$ cat config.mk
export PLATFORM = sky130hd
export DESIGN_NAME = can_btl
export DESIGN_NICKNAME = d
export VERILOG_FILES = /design/src/rtl/can_pkg.sv /design/src/rtl/can_tq_prescaler.sv /design/src/rtl/can_btl.sv
export SDC_FILE = /design/constraint.sdc
export NUM_CORES = 1
export LEC_CHECK = 0
export BUFFER_PORTS_ARGS = -buffer_cell sky130_fd_sc_hd__clkbuf_2
export CAP_MARGIN = 15
export CORE_MARGIN = 1
export CORE_UTILIZATION = 59
export CTS_BUF_LIST = sky130_fd_sc_hd__clkbuf_16
export DETAILED_ROUTE_END_ITERATION = 6
export PLACE_DENSITY = 0.79
export SETUP_SLACK_MARGIN = 0.1
export SYNTH_ARGS = -nofsm -noshare
export SYNTH_HDL_FRONTEND = slang
export SYNTH_SLANG_ARGS = --single-unit
$ cat constraint.sdc
create_clock -name clk -period 8.8 [get_ports clk]
set_clock_uncertainty 0.15 [all_clocks]
set_input_delay 1.76 -clock clk [delete_from_list [all_inputs] [get_ports clk]]
set_output_delay 1.76 -clock clk [all_outputs]
set_load 0.02 [all_outputs]
$ cat src/rtl/can_pkg.sv
// can_pkg: shared CAN bit-timing widths and bit-phase state type.
package can_pkg;
  localparam int BRP_W   = 6;
  localparam int TSEG1_W = 4;
  localparam int TSEG2_W = 3;
  localparam int SJW_W   = 2;
  // Wide enough for tseg1+1 plus the largest extension sjw+1.
  localparam int SEG_W   = TSEG1_W + 2;
  typedef enum logic [1:0] {SYNC, SEG1, SEG2} btl_state_t;
endpackage

$ cat src/rtl/can_tq_prescaler.sv
// can_tq_prescaler: divides clk by brp+1 into time-quantum ticks.
module can_tq_prescaler
  import can_pkg::*;
(
  input  logic             clk,
  input  logic             rst_n,
  input  logic             enable,
  input  logic [BRP_W-1:0] brp,
  input  logic             sync_clr,
  output logic             tq_tick
);
  logic [BRP_W-1:0] tq_cnt_q, tq_cnt_d;
  assign tq_tick  = enable && tq_cnt_q == brp;
  assign tq_cnt_d = (!enable || sync_clr || tq_tick) ? '0 : tq_cnt_q + 1'b1;
  always_ff @(posedge clk or negedge rst_n)
    if (!rst_n) tq_cnt_q <= '0;
    else tq_cnt_q <= tq_cnt_d;
endmodule

$ cat src/rtl/can_btl.sv
// can_btl: CAN bit timing - SYNC/SEG1/SEG2 sequencing, hard sync and resync.
module can_btl
  import can_pkg::*;
(
  input  logic               clk,
  input  logic               rst_n,
  input  logic               enable,
  input  logic [BRP_W-1:0]   brp,
  input  logic [TSEG1_W-1:0] tseg1,
  input  logic [TSEG2_W-1:0] tseg2,
  input  logic [SJW_W-1:0]   sjw,
  input  logic               hard_sync_en,
  input  logic               rx_in,
  output logic               sample_point,
  output logic               tx_point,
  output logic               rx_sampled
);
  btl_state_t       state_q, state_d;
  logic [SEG_W-1:0] seg_q, seg_d, ext_q, ext_d, shr_q, shr_d, sjw1, r;
  logic lock_q, lock_d, first_q, first_d, rx_prev_q, tx_q, tx_d, sp_q, sp_d, rxs_q, rxs_d;
  logic tq_tick, edge_det, hard, late, early, seg1_end, seg2_end;

  can_tq_prescaler u_pre (
    .clk(clk), .rst_n(rst_n), .enable(enable), .brp(brp), .sync_clr(hard), .tq_tick(tq_tick)
  );

  assign sjw1     = SEG_W'(sjw) + 1'b1;
  assign r        = SEG_W'(tseg2) + 1'b1 - seg_q;
  assign edge_det = enable && rx_prev_q && !rx_in && rxs_q && !lock_q;
  // An early edge close enough to the bit end restarts the bit like a hard sync.
  assign hard     = edge_det && (hard_sync_en || (state_q == SEG2 && r <= sjw1));
  assign late     = edge_det && !hard_sync_en && state_q == SEG1;
  assign early    = edge_det && !hard_sync_en && state_q == SEG2 && r > sjw1;
  assign seg1_end = seg_q == SEG_W'(tseg1) + ext_q;
  assign seg2_end = seg_q + shr_q >= SEG_W'(tseg2);

  always_comb begin
    state_d = state_q;
    seg_d   = seg_q;
    ext_d   = ext_q;
    shr_d   = shr_q;
    lock_d  = lock_q;
    first_d = first_q;
    tx_d    = 1'b0;
    sp_d    = 1'b0;
    rxs_d   = rxs_q;
    if (!enable) begin
      state_d = SYNC;
      seg_d   = '0;
      ext_d   = '0;
      shr_d   = '0;
      lock_d  = 1'b0;
      first_d = 1'b1;
      rxs_d   = 1'b1;
    end else if (hard) begin
      state_d = SEG1;
      seg_d   = '0;
      ext_d   = '0;
      shr_d   = '0;
      lock_d  = 1'b1;
      first_d = 1'b0;
      tx_d    = 1'b1;
    end else if (late) begin
      ext_d  = (seg_q + 1'b1 < sjw1) ? seg_q + 1'b1 : sjw1;
      lock_d = 1'b1;
    end else if (early) begin
      shr_d  = sjw1;
      lock_d = 1'b1;
    end else if (tq_tick) begin
      case (state_q)
        SYNC: begin
          state_d = SEG1;
          seg_d   = '0;
          tx_d    = first_q;
          first_d = 1'b0;
        end
        SEG1: begin
          state_d = seg1_end ? SEG2 : SEG1;
          seg_d   = seg1_end ? '0 : seg_q + 1'b1;
          sp_d    = seg1_end;
          rxs_d   = seg1_end ? rx_in : rxs_q;
          lock_d  = seg1_end ? 1'b0 : lock_q;
        end
        SEG2: begin
          state_d = seg2_end ? SYNC : SEG2;
          seg_d   = seg2_end ? '0 : seg_q + 1'b1;
          ext_d   = seg2_end ? '0 : ext_q;
          shr_d   = seg2_end ? '0 : shr_q;
          tx_d    = seg2_end;
        end
        default: state_d = SYNC;
      endcase
    end
  end

  always_ff @(posedge clk or negedge rst_n)
    if (!rst_n) begin
      state_q   <= SYNC;
      seg_q     <= '0;
      ext_q     <= '0;
      shr_q     <= '0;
      lock_q    <= 1'b0;
      first_q   <= 1'b1;
      rx_prev_q <= 1'b1;
      tx_q      <= 1'b0;
      sp_q      <= 1'b0;
      rxs_q     <= 1'b1;
    end else begin
      state_q   <= state_d;
      seg_q     <= seg_d;
      ext_q     <= ext_d;
      shr_q     <= shr_d;
      lock_q    <= lock_d;
      first_q   <= first_d;
      rx_prev_q <= rx_in;
      tx_q      <= tx_d;
      sp_q      <= sp_d;
      rxs_q     <= rxs_d;
    end

  assign tx_point     = tx_q;
  assign sample_point = sp_q;
  assign rx_sampled   = rxs_q;
endmodule
# Yosys cells after proc, flatten, opt, wreduce, memory -nomap -nowiden
# Index checks and enable logic that the tools add are counted.
dict set report classes {
  mux 61
  n_addsub 7
  n_reduce_logical 26
  eq_ne 25
  n_lt_le_gt_ge 4
}
# op count
set op_table {}
lappend op_table {{$mux W6} 20}
lappend op_table {{$mux W1} 31}
lappend op_table {{$ne A4 B1 Y1 const B} 6}
lappend op_table {{$ne A5 B1 Y1 const B} 4}
lappend op_table {{$pmux W6 S3} 1}
lappend op_table {{$reduce_and A4 Y1} 4}
lappend op_table {{$mux W2} 7}
lappend op_table {{$add A6 B1 Y6 const B} 2}
lappend op_table {{$eq A6 B6 Y1} 2}
lappend op_table {{$logic_and A1 B1 Y1} 11}
lappend op_table {{$add A4 B6 Y6} 1}
lappend op_table {{$add A6 B6 Y6} 1}
lappend op_table {{$ge A6 B3 Y1} 1}
lappend op_table {{$gt A6 B3 Y1} 1}
lappend op_table {{$le A6 B3 Y1} 1}
lappend op_table {{$lt A6 B3 Y1} 1}
lappend op_table {{$ne A2 B1 Y1 const B} 3}
lappend op_table {{$ne A2 B2 Y1 const B} 3}
lappend op_table {{$ne A3 B1 Y1 const B} 2}
lappend op_table {{$ne A3 B2 Y1 const B} 2}
lappend op_table {{$pmux W2 S3} 1}
lappend op_table {{$reduce_and A3 Y1} 2}
lappend op_table {{$reduce_and A6 Y1} 1}
lappend op_table {{$sub A4 B6 Y6} 1}
lappend op_table {{9 further kinds} 14}
dict set report word_totals {
  output_inout_bits 3
  word_cells 134
  ff_bits 32
}

# Depth between registers and ports, before layout
dict set report logic_depth {
  depth_word 11
  ltp_mapped 16
}

# By module
# A second synthesis with hierarchy kept.
dict set report hier_totals {
  cells_unflattened 258
  area_unflattened_um2 2499.9
}
# mod n_inst cells_each area_per_inst_um2
set by_module_without_submodules {}
lappend by_module_without_submodules {can_btl 1 223 2123.3}
lappend by_module_without_submodules {can_tq_prescaler 1 35 376.6}

# Worst setup path before layout
# Ideal clock, no wire load.
dict set report synth_timing {
  path_type {input to register}
  from {input port tseg2[1]}
  to {register seg_q[3]}
  arrival_ns 4.230
  slack_ns 4.291
  required_time_ns 8.521
  setup_time_ns 0.129
  path_stages 15
  path_cell_list {inv_1 > ha_1 > inv_1 > ha_1 > inv_1 > fa_1 > inv_1 > ha_1 > nand3_1 > o21ai_0 > o21a_2 > a211o_4 > and2_1 > o2111ai_1 > mux2i_1}
}
dict set report synth_between {
  elab_chain_len 8
}
# element line
set synth_rtl {}
lappend synth_rtl {{start, declared} can_btl.sv:10} ;# input logic [TSEG2_W-1:0] tseg2,
lappend synth_rtl {{$add A3 B1 Y4 or $ge A6 B3 Y1 (tied branches)} {can_btl.sv:28, can_btl.sv:35}}
lappend synth_rtl {{$sub A4 B6 Y6 or $mux W6 (tied branches)} {can_btl.sv:28, can_btl.sv:86}}
lappend synth_rtl {{$le A6 B3 Y1 or $pmux W6 S3 (tied branches)} {can_btl.sv:31, can_btl.sv:70}}
lappend synth_rtl {{$logic_and A1 B1 Y1 or $mux W6 (tied branches)} {can_btl.sv:31, can_btl.sv:69}}
lappend synth_rtl {{$logic_or A1 B1 Y1 or $mux W6 (tied branches)} {can_btl.sv:31, can_btl.sv:66}}
lappend synth_rtl {{$logic_and A1 B1 Y1 or $mux W6 (tied branches)} {can_btl.sv:31, can_btl.sv:63}}
lappend synth_rtl {{$ne A5 B1 Y1 (no line) (tied with other cells)} --}
lappend synth_rtl {{$reduce_and A4 Y1 (no line) or $mux W6 (tied branches)} --}
lappend synth_rtl {{end signal, assigned} can_btl.sv:110} ;# seg_q <= seg_d;
lappend synth_rtl {{end, declared} can_btl.sv:19} ;# logic [SEG_W-1:0] seg_q, seg_d, ext_q, ext_d, shr_q, shr_d, sjw1, r;
# Several ways; a longest one is shown, not always the timed one. The select of a mux whose other input is x is not followed.
# A chain may end at the register's enable or synchronous reset.

# Worst setup path in the final report
dict set report layout_timing {
  from {input port tseg2[1]}
  to {register seg_q[2]}
}
# The elaborated chain is that of the path after synthesis.

==> out/results.txt <==
main combinational cell family by area after synthesis -> simple AND/OR/NAND/NOR gates
global-route wire length before repair -> 9.30 mm
Clk Latency, worst-skew pair -> 270 ps
number of CTS-inserted buffers -> 5
P_int -> 258 uW
Setup Viol. Count Final -> 0
power density over the cells -> 128 nW/um^2
Placer Congestion -> 0.898
Seq pwr share -> 0.399
number of core rows -> 22
Area Overhead vs Synth -> 11.4%
vias -> 2093
CTS tree -> yes
R2R Path Start -> seg_q[2]
placed inst area -> 2570 sq um
Worst Path Arrival -> 4880 ps
post-synthesis mux area share -> 0.00823
synthesized flop and latch total -> 29
commonest non-fill, non-tap cell in the layout -> inv_1
Slew @ Worst Pin -> 1030 ps
number of remaining DRC errors -> 0
Critical Path Source -> tseg2[1]
f_max -> 207 MHz
Worst Path Required -> 8840 ps
Fill cells -> 317
flop-to-flop setup slack -> 4990 ps
Ant. Diodes -> 0
worst vdd ir -> 124 uV
largest net degree at the start of global routing -> 30
post-cts resize count -> 0
r2r endpoint -> seg_q[2]
critical path peak fanout -> 12
P_sw -> 88.8 uW
vias per inst -> 6.12
share of flip-flops with an asynchronous set or reset -> 1.00
fin util -> 0.713
post-synthesis sequential area ratio -> 0.300
final net count -> 345
Post-Synth Adder-Cell Area -> 0.174
reg2reg path depth -> 13
Crit Path Class -> in2reg
final wirelength -> 5.43 mm
EDFF count, synth -> 0
router iterations before antenna repair -> 4
synthesized instance count -> 270
CTS sink count -> 29
Max H-tree Level -> 2
Die W -> 66.2 um
wire per inst -> 15.9 um
Post-CTS Hold Fix Bufs -> 0
Starting Density -> 0.640
simple-gate share of the synthesized area -> 0.196
post-route setup TNS -> 0 ps
worst min path class -> reg2reg
crit path launch type -> primary input
combinational power share -> 0.137
Synth Area in Compound Gates -> 0.182
ANT nets after route -> 0
Setup Fix Bufs, Post-CTS -> 0
total gr overflow -> 0
share of power burned in the clock network -> 0.463
GRT Total Usage -> 0.282
top_reg_cell synth -> dfrtp_1
final-report max-slew violation count -> 0
Port Buffer Count -> 22
post-route cell area -> 2710 sq um
Final Hold Viols -> 0
Tmin final -> 4840 ps
Max clock buf depth -> 2
Netlist cell types -> 54
die height -> 66.2 um
yosys warns -> 0
commonest non-fill, non-tap cells in the layout -> inv_1 (32), ha_1 (29), dfrtp_1 (26)
vias in the first global route -> 2080
Tcrit/Tclk final -> 0.550
# IOs -> 23
synthesized area per cell -> 9.01 sq um
post-detailed-placement half-perimeter wirelength -> 4.24 mm
Root Buffer -> clkbuf_16
XOR/XNOR share of the synthesized area -> 0.0792
Slew headroom -> 0.306
layout cell share with drive strength beyond 1 -> 0.143
Lkg Pwr -> 1.31 nW
antenna violations before repair -> 0
status -> finished clean
RSZ-0062 raised after global routing -> false
Clk pin slew, worst setup/hold paths -> 50 ps
CORE AREA -> 3800 sq um
Sw Share -> 0.256
Syn Nets -> 322
Mapped Area -> 2430 sq um
critical path endpoint -> seg_q[2]
Crit. End Element -> flip-flop
die area -> 4380 sq um
max_cap viols -> 0
DRT iter0 DRCs -> 133
==> worst max-delay path: stages <==
cell      delay (ps)
clkbuf_2          70
inv_1             40
ha_1             280
inv_1             60
ha_1             160
inv_1             50
fa_1             470
inv_1             40
ha_1             290
nand3_1           80
o21ai_0           80
o21a_2           230
and4_1           230
nor2_1           630
nand4_1          200
o22ai_1          200
==> flip-flops by register name (all words and copies together), names as in the netlist <==
| name | flops |
|---|---|
| tx_point | 1 |
| rx_sampled | 1 |
| seg_q | 6 |
| shr_q | 3 |
| u_pre.tq_cnt_q | 6 |
| state_q | 2 |
| first_q | 1 |
| sample_point | 1 |
| ext_q | 6 |
| rx_prev_q | 1 |
| lock_q | 1 |
==> through the flow <==
step	power, mW	hold WS, ps	instances	setup WS (ps)
2_1_floorplan	0.172	308	270	4290
3_3_place_gp	0.187	329	334	3830
3_5_place_dp	0.188	334	334	3730
4_1_cts	0.348	346	342	4010
5_1_grt	0.361	371	342	3670
6_report	0.347	336	342	3960
==> layer usage <==
layer	global-route usage	vias to the layer above	wire, um
met5	0	-	0
met3	0.0638	11	340
li1	-	1014	-
met4	0.0851	0	102
met1	0.348	988	2370
met2	0.485	80	2620
==> area by class of cell <==
type                            count  area (sq um)  area share
Clock buffer                        5           125      0.0462
Clock inverter                      3          13.8     0.00508
Inverter                           31           116      0.0430
Multi-Input combinational cell    204          1550       0.574
Sequential cell                    29           729       0.269
Tap cell                           48          60.1      0.0222
Timing Repair Buffer               22           110      0.0406
==> worst min-delay path by stage <==
stage,end,from,slack [ps],depth (start not counted)
final,ext_q[3],ext_q[3],340,1
after global placement,ext_q[3],ext_q[3],330,1
after CTS,ext_q[3],ext_q[3],350,1
after floorplan,ext_q[3],ext_q[3],310,1
after global routing,ext_q[0],ext_q[0],370,1
after detailed placement,ext_q[3],ext_q[3],330,1
==> cell usage after synthesis (2+ instances only) <==
cell / instances / area (sq um)
o21a_1: 2 / 15.0
a21o_1: 3 / 22.5
buf_4: 2 / 15.0
nand2_1: 13 / 48.8
nor2_1: 23 / 86.3
buf_2: 2 / 10.0
dfrtp_1: 26 / 651
and2_1: 4 / 25.0
and3_1: 5 / 31.3
nor3_1: 3 / 15.0
ha_1: 29 / 363
o211a_1: 2 / 20.0
a32oi_1: 4 / 35.0
o211ai_1: 2 / 15.0
a32o_1: 3 / 30.0
nand3_1: 18 / 90.1
dfstp_2: 3 / 78.8
or3_1: 3 / 18.8
a211oi_1: 4 / 30.0
nand4_1: 4 / 25.0
mux2i_1: 2 / 20.0
and4_1: 2 / 17.5
xnor2_1: 15 / 131
fa_1: 3 / 60.1
a22o_1: 3 / 26.3
nand2b_1: 5 / 31.3
o21ai_0: 7 / 35.0
xor2_1: 7 / 61.3
o21ai_1: 2 / 10.0
o22ai_1: 3 / 18.8
o2111ai_1: 3 / 26.3
inv_1: 31 / 116
a31oi_1: 3 / 18.8
clkbuf_1: 2 / 7.51
a21oi_1: 8 / 40.0
==> cell families (layout without fill, tap and decap cells) <==
kind of cell	count (synthesis)	count (layout)
AND/OR/NAND/NOR	90	90
AO/OA/AOI/OAI	58	58
buffers and inverters	37	61
adder cells (fa/ha/maj)	32	32
flip-flops	29	29
XOR/XNOR	22	22
multiplexers	2	2
==> power by group through the flow <==
stage	sequential, mW	clock [mW]	combinational (mW)
5_1_grt	0.139	0.168	0.0538
6_report	0.139	0.161	0.0477
3_5_place_dp	0.141	0	0.0475
4_1_cts	0.139	0.162	0.0477
3_3_place_gp	0.141	0	0.0459
2_1_floorplan	0.140	0	0.0320
(Power assumes the default switching activity.)
